<file path="src/rtl/led_status_port.sv">
// led_status_port: memory-mapped self-test status peripheral.
// Turns self-test program stores into the status LEDs {running, succeeded,
// failed, power} and fails a hung program through a heartbeat watchdog.
//
// Ports:
//   ph1        system clock, rising edge
//   reset      asynchronous active-low reset
//   memwrite   store strobe (one cycle per store)
//   dataadr    store byte address
//   writedata  store data; command is writedata[7:0]
//   readdata   {29'b0, timeout, state[1:0]}, decoded from registers
//   outputleds {running, succeeded, failed, power}, registered
//
// Optional build macro: LED_BLINK_EN. When it is defined, the running LED
// blinks with a period of 2^BLINK_BITS cycles. When it is not defined, the
// running LED is steady in RUN and no blink counter is built.
module led_status_port #(
    parameter logic [31:0] STATUS_ADDR  = 32'hFFFF_FFF0,
    parameter logic [31:0] HEART_ADDR   = 32'hFFFF_FFF4,
    parameter int unsigned TIMEOUT_BITS = 20,
    parameter int unsigned BLINK_BITS   = 22
) (
    input  logic        ph1,
    input  logic        reset,
    input  logic        memwrite,
    input  logic [31:0] dataadr,
    input  logic [31:0] writedata,
    output logic [31:0] readdata,
    output logic [3:0]  outputleds
);

    localparam int unsigned WD_W = TIMEOUT_BITS;

    localparam logic [7:0] CMD_IDLE = 8'h00;
    localparam logic [7:0] CMD_RUN  = 8'h01;
    localparam logic [7:0] CMD_PASS = 8'h02;
    localparam logic [7:0] CMD_FAIL = 8'h03;

    typedef enum logic [1:0] {
        ST_IDLE = 2'd0,
        ST_RUN  = 2'd1,
        ST_PASS = 2'd2,
        ST_FAIL = 2'd3
    } state_t;

    state_t            state, state_nx;
    logic [WD_W-1:0]   wd, wd_nx;
    logic              timeout, timeout_nx;
    logic              run_led_nx;
    logic              status_hit, heart_hit;
    logic [7:0]        cmd;
    logic              unused_data;

    // Bus decode; only the low command byte is meaningful.
    assign status_hit  = memwrite && (dataadr == STATUS_ADDR);
    assign heart_hit   = memwrite && (dataadr == HEART_ADDR);
    assign cmd         = writedata[7:0];
    assign unused_data = ^writedata[31:8];

    // Next-state, watchdog and timeout logic. A store in RUN takes
    // priority over watchdog expiry on the same edge.
    always_comb begin
        state_nx   = state;
        wd_nx      = '0;
        timeout_nx = timeout;
        case (state)
            ST_IDLE: begin
                if (status_hit && cmd == CMD_RUN) begin
                    state_nx   = ST_RUN;
                    timeout_nx = 1'b0;
                end
            end
            ST_RUN: begin
                if (status_hit && cmd == CMD_IDLE) begin
                    state_nx = ST_IDLE;
                end else if (status_hit && cmd == CMD_RUN) begin
                    wd_nx = '0;
                end else if (status_hit && cmd == CMD_PASS) begin
                    state_nx = ST_PASS;
                end else if (status_hit && cmd == CMD_FAIL) begin
                    state_nx = ST_FAIL;
                end else if (heart_hit) begin
                    wd_nx = '0;
                end else if (&wd) begin
                    state_nx   = ST_FAIL;
                    timeout_nx = 1'b1;
                end else begin
                    wd_nx = wd + WD_W'(1);
                end
            end
            ST_PASS, ST_FAIL: begin
                if (status_hit && cmd == CMD_IDLE) begin
                    state_nx   = ST_IDLE;
                    timeout_nx = 1'b0;
                end
            end
            default: begin
                state_nx = ST_IDLE;
            end
        endcase
    end

`ifdef LED_BLINK_EN
    localparam int unsigned BLINK_W = BLINK_BITS;

    logic [BLINK_W-1:0] blink, blink_nx;

    // Free-running blink divider while in RUN, held at zero elsewhere.
    always_comb begin
        blink_nx = '0;
        if (state == ST_RUN && state_nx == ST_RUN) begin
            blink_nx = blink + BLINK_W'(1);
        end
    end

    assign run_led_nx = (state_nx == ST_RUN) & blink_nx[BLINK_W-1];

    always_ff @(posedge ph1 or negedge reset) begin
        if (!reset) begin
            blink <= '0;
        end else begin
            blink <= blink_nx;
        end
    end
`else
    logic [BLINK_BITS-1:0] unused_blink;

    assign unused_blink = '0;
    assign run_led_nx   = (state_nx == ST_RUN);
`endif

    // State register. The LEDs are registered from the next state, so they
    // change on the same edge as the state register.
    always_ff @(posedge ph1 or negedge reset) begin
        if (!reset) begin
            state      <= ST_IDLE;
            wd         <= '0;
            timeout    <= 1'b0;
            outputleds <= 4'b0000;
        end else begin
            state      <= state_nx;
            wd         <= wd_nx;
            timeout    <= timeout_nx;
            outputleds <= {run_led_nx,
                           state_nx == ST_PASS,
                           state_nx == ST_FAIL,
                           1'b1};
        end
    end

    assign readdata = {29'b0, timeout, state};

endmodule

</file>
<file path="config.mk">
export PLATFORM = sky130hd
export DESIGN_NAME = led_status_port
export DESIGN_NICKNAME = d
export VERILOG_FILES = /design/src/rtl/led_status_port.sv
export SDC_FILE = /design/constraint.sdc
export NUM_CORES = 1
export LEC_CHECK = 0
export CORE_MARGIN = 8
export CORE_UTILIZATION = 40
export DETAILED_ROUTE_END_ITERATION = 6
export HOLD_SLACK_MARGIN = 0.1
export PLACE_DENSITY = 0.82
export SLEW_MARGIN = 5
export SYNTH_ARGS = -nofsm -noshare
export SYNTH_HDL_FRONTEND = slang
export SYNTH_SLANG_ARGS = --single-unit
</file>
<file path="constraint.sdc">
create_clock -name ph1 -period 4.1 [get_ports ph1]
set_clock_uncertainty 0.1 [all_clocks]
set_input_delay 0.41 -clock ph1 [delete_from_list [all_inputs] [get_ports ph1]]
set_output_delay 0.41 -clock ph1 [all_outputs]
set_load 0.01 [all_outputs]
</file>
==> results.toml, run 1 <==
[worst_setup_path]
endpoint_kind = "flop"
cp.required_ps = 4150
cp_max_fo = 18
arrival_ps = 2690
path_class = "flop to flop"
cp-start-kind = "flop"

[clock_tree]
postCtsResizedCells = 0
cts_tree = "done"
clockBufferDepth = 2
numCtsBuffers = 3
root_buffer = "clkbuf_8"
path_clk_slew_ps = 100
cts_setup_buffers = 0
holdBufCountCts = 0
htreeDepth = 1
clkSinkCount = 27
clk-insertion-delay-late_ps = 280

[timing]
finalHoldViolations = 0
max_clock_freq_ghz = 0.379
timing.slew.headroom_pct = 38.7
finalCritPeriodShare_pct = 64.4
whs_ps = 414
rsz0062_at_grt = "no"
worstMarginPinSlew_ps = 916
setup_violations = 0
period_minus_slack_ps = 2640
drv_slew = 0
fin_setup_tns_ps = 0

[route]
ant_nets = 0
drt-total-wl_mm = 3.50
vias_per_cell = 4.79
drcViolationCount = 0
wire_per_inst_um = 12.9
vias = 1293
firstDrtPassIters = 4
drtIter0Drc = 48

[synthesis]
synth_adder_area_share_pct = 1.36
synthCells = 172
syn_area_sq_mm = 0.00166
synth_top_family_by_area = "simple AND/OR/NAND/NOR gates"
synthArstFlopShare_pct = 100
synth-xor-area-share_pct = 10.0
ys_types = 38
ys_seq_elements = 27
synth_edf_count = 0
synthTopCellsByArea = "dfrtp_1 (41%), buf_4 (14%), xor2_1 (7.4%)"
synthFlopType = "dfrtp_1"
synth_largest_area_cell = "dfrtp_1"
ys_warn_count = 0
yosysSeqAreaShare_pct = 40.7
avgSynthCellArea_sq_um = 9.65
yosys.area_share.simple_pct = 25.3
yosysTopAreaCellShare_pct = 40.7
synthMuxAreaShare_pct = 0.603
synth-compound-area-share_pct = 5.73

[placement]
dpl_cell_area_sq_mm = 0.00208
hpwl_mm = 2.91
dp_cells = 266
gp_congestion = 0.735
port_buffers = 49

[floorplan]
die_x_um = 80.4
io_pins = 103
die_h_um = 80.4
start_util_pct = 41.5
core_sq_mm = 0.00400
die_area_sq_mm = 0.00647
rows = 23

[global_routing]
grt_pass1_vias = 1400
grt_overflow = 0
grt_max_degree = 22
grt_usage_pct = 11.0
antenna_found_initial = 0
grt_pass1_wl_mm = 5.83

[outcome]
status = "complete, no violations"

[pwr]
p_leak_uw = 0.000889
total_power_uw = 496
powerDensity_mw_per_mm2 = 233
ir_drop_v = 0.0000870

[layout]
n_fill_cell = 370
stdcell_area_sq_mm = 0.00213
drive_gt1_share_pct = 5.45
nNetsFinal = 289
area_delta_synth_final_pct = 28.2
fin_cells = 270
diodes = 0

[worst_hold_path]
hp-class = "flop to flop"

[flow_run]
cap_violations = 0
-- critical path: stages, from the launching register on --
cell	delay (ps)
dfrtp_1	410
ha_1	220
and4_1	270
nor3b_1	550
and3_1	310
or2_1	520
nor2_1	120
-- worst paths after layout --
| check | startpoint | endpoint | slack [ps] | cells after the start |
|---|---|---|---|---|
| max | wd[0] | wd[5] | 1460 | 6 |
| min | wd[0] | wd[0] | 410 | 1 |
| max reg2reg | wd[0] | wd[5] | 1460 | 6 |
| min reg2reg | wd[0] | wd[0] | 410 | 1 |
| max in group asynchronous | reset | wd[19] | 2720 | 2 |
| min in group asynchronous | reset | wd[2] | 540 | 1 |
-- cell usage after synthesis (2+ instances only) --
| cell type | count |
|---|---|
| nor2_1 | 25 |
| xnor2_1 | 5 |
| inv_1 | 4 |
| o31ai_1 | 2 |
| xor2_1 | 14 |
| buf_4 | 32 |
| conb_1 | 2 |
| and4_1 | 3 |
| o21ai_0 | 2 |
| nor4_4 | 3 |
| clkbuf_1 | 2 |
| and3_1 | 2 |
| nand3_1 | 7 |
| nand2_1 | 10 |
| dfrtp_1 | 27 |
| and2_1 | 2 |
| nand4_1 | 9 |
-- logic make-up after synthesis --
family / count (synthesis)
flip-flops: 27
adder cells (fa/ha/maj): 2
XOR/XNOR: 19
other: 2
multiplexers: 1
AO/OA/AOI/OAI: 12
buffers and inverters: 38
AND/OR/NAND/NOR: 71
-- registers in the layout, indices dropped and copies added (netlist names) --
signal	flops
wd	20
state	2
outputleds	4
timeout	1
-- cell type report --
class | count | area [sq um] | share of cell area (%)
multi-input cells | 135 | 827 | 38.9
flip-flops and latches | 27 | 676 | 31.7
repair buffers | 50 | 498 | 23.4
well taps | 50 | 62.6 | 2.94
clock buffers | 3 | 41.3 | 1.94
inverters | 4 | 15.0 | 0.705
clock inverters | 1 | 8.76 | 0.412
-- metrics by stage --
stage	utilization, %	worst slack, ps
CTS	53.2	1450
finish	53.2	1460
detailed placement	52.0	1220
floorplan	-	2000
global route	53.2	1200
global placement	52.0	1290
-- metal layers --
| metal | GRT usage [%] | vias up | part of all wire [%] |
|---|---|---|---|
| met2 | 17.4 | 69 | 47 |
| met5 | 0 | - | 0 |
| met3 | 5.92 | 7 | 12 |
| li1 | - | 623 | - |
| met4 | 2.73 | 0 | 1.5 |
| met1 | 12.5 | 594 | 40 |
-- power by group --
part	leakage (uW)	switching, uW	total (uW)	internal [uW]
Clock	0.0000261	89.6	161	71.5
Combinational	0.000493	28.9	67.9	39.1
Sequential	0.000370	0.110	267	267
Total	0.000889	119	496	377
-- cell usage in the layout, fill, tap and decap left out, types with 2 or more instances in the layout --
master	n
o21ai_0	2
inv_1	4
and3_1	2
xnor2_1	5
nor4_4	3
nand3_1	7
clkdlybuf4s50_1	49
nor2_1	25
dfrtp_1	27
o31ai_1	2
and2_1	2
xor2_1	14
conb_1	30
and4_1	3
nand4_1	9
nand2_1	10
clkbuf_8	3
No activity file was read; power rests on OpenSTA's default activity.
==> run 2: changes to the inputs <==
CORE_UTILIZATION = 37   (was 40)
PLACE_DENSITY = 0.77   (was 0.82)
clock period = 2.6 ns   (was 4.1 ns; I/O delays follow)
==> run 2 against run 1 <==
  * Critical path depth did not move
  * Sequential power rose by 57%
  * Die area rose by 6.5%
  * Via count fell by 0.46%
  * Largest power group unchanged
==> results.toml, run 2 (synthesized netlist as in run 1, its figures left out) <==
[outcome]
status = "complete, no violations"

[pwr]
p_switching_uw = 168
p_leak_uw = 0.000911
pwr-share-clk_pct = 30.5
ir_drop_v = 0.000196
powerDensity_mw_per_mm2 = 350
power.internal_uw = 591
swShare_pct = 22.1
total_power_uw = 760
power_frac_comb_pct = 14.2
seqPwrFrac_pct = 55.4

[layout]
area_delta_synth_final_pct = 30.6
diodes = 0
nNetsFinal = 293
drive_gt1_share_pct = 6.70
final_common_cell = "clkdlybuf4s50_1"
largest_register_ffs = 20
largestRegisters = "wd: 20 flops, outputleds: 4 flops, state: 2 flops"
fin_cells = 276
top_register = "wd"
final_cell_mix = "clkdlybuf4s50_1 (49), conb_1 (30), dfrtp_1 (27)"

[route]
ant_nets = 0
drt-total-wl_mm = 3.53
firstDrtPassIters = 4
wire_per_inst_um = 12.8
drcViolationCount = 0
vias = 1287
vias_per_cell = 4.66
drtIter0Drc = 56

[floorplan]
start_util_pct = 38.1
die_h_um = 83.0
die_area_sq_mm = 0.00689
die_x_um = 83.0
io_pins = 103
core_sq_mm = 0.00435
rows = 24

[timing]
setup_violations = 0
period_minus_slack_ps = 2100
fin_setup_tns_ps = 0
drv_slew = 0
rsz0062_at_grt = "no"
finalCritPeriodShare_pct = 80.7
max_clock_freq_ghz = 0.476
finalHoldViolations = 0

[worst_setup_path]
cp_max_fo = 2
cp.required_ps = 2720
cp_slowest_cell = "or4_4"
endpoint_kind = "flop"
path_class = "input pin to flop"
arrival_ps = 2210
cp-start-kind = "input pin"
critPathMaxStageDelay_ps = 550
worstPathCellList = "clkdlybuf4s50_1 > or4_4 > nor4_4 > nand3_2 > or4b_1 > a21bo_1"

[global_routing]
grt_max_degree = 28
grt_pass1_wl_mm = 6.12
antenna_found_initial = 0
gr-usage-met2_pct = 17.3
grt_pass1_vias = 1492
grt_util_met1_pct = 11.2
grt_usage_pct = 10.2
grt-busiest-layer = "met2"
grt_overflow = 0
met3_usage_pct = 4.30

[clock_tree]
path_clk_slew_ps = 90
postCtsResizedCells = 0
numCtsBuffers = 3
htreeDepth = 1
root_buffer = "clkbuf_8"
holdBufCountCts = 0
clockBufferDepth = 2
clkSinkCount = 27
clk-insertion-delay-late_ps = 270
cts_setup_buffers = 0
cts_tree = "done"

[placement]
gp_congestion = 0.726
port_buffers = 49
hpwl_mm = 2.92
dp_cells = 272

[worst_hold_path]
hp-class = "input pin to asynchronous set/reset pin"

[flow_run]
cap_violations = 0
## run 2: cell types whose count changed in the layout (fill, tap and decap cells not counted)
cell,change
buf_4,+3
buf_12,+1
clkbuf_1,+1
inv_6,-1
## run 2: area by class of cell
type                       count  area [sq um]
fill                         411          2190
multi-input combinational    135           827
sequential                    27           676
timing repair buffer          54           541
tap                           52          65.1
clock buffer                   4          45.0
inverter                       4          15.0
## run 2: power groups by stage
stage | sequential (uW) | combinational, uW | clock (uW)
floorplan | 429 | 60.3 | 0
global placement | 429 | 106 | 0
detailed placement | 429 | 107 | 0
CTS | 421 | 107 | 241
global route | 421 | 117 | 261
finish | 420 | 108 | 232
## run 2: per-stage QoR
| step | cell area [sq um] | utilization (%) | worst slack (ps) | hold WS (ps) |
|---|---|---|---|---|
| after global routing | 2170 | 49.8 | 419 | 273 |
| after CTS | 2170 | 49.8 | 496 | 260 |
| after global placement | 2120 | 48.8 | 187 | 368 |
| after detailed placement | 2120 | 48.8 | 207 | 374 |
| after floorplan | 1770 | - | 552 | -136 |
| final | 2170 | 49.8 | 501 | 249 |
## run 2: layer usage
| layer | routed length, um | up-vias |
|---|---|---|
| met5 | 0 | - |
| met4 | 14 | 0 |
| met3 | 301 | 2 |
| met2 | 1660 | 58 |
| met1 | 1550 | 597 |
| li1 | - | 630 |
## run 2: critical path, delay by kind of cell
| family | cells | cell delay, ps |
|---|---|---|
| AOI/OAI and AO/OA | 1 | 200 |
| buffers and inverters | 1 | 400 |
| and+or+nand+nor | 4 | 1350 |
## run 2: path summary, 6_finish.rpt
| path | from | end | slack, ps | cells past startpoint |
|---|---|---|---|---|
| hold reg to reg | wd[0] | wd[0] | 380 | 1 |
| min in group ph1 | wd[0] | wd[0] | 380 | 1 |
| max in group asynchronous | reset | wd[13] | 1890 | 2 |
| setup reg to reg | wd[0] | wd[13] | 610 | 7 |
| setup / recovery | writedata[4] | outputleds[3] | 500 | 6 |
| hold / removal | reset | wd[5] | 250 | 2 |
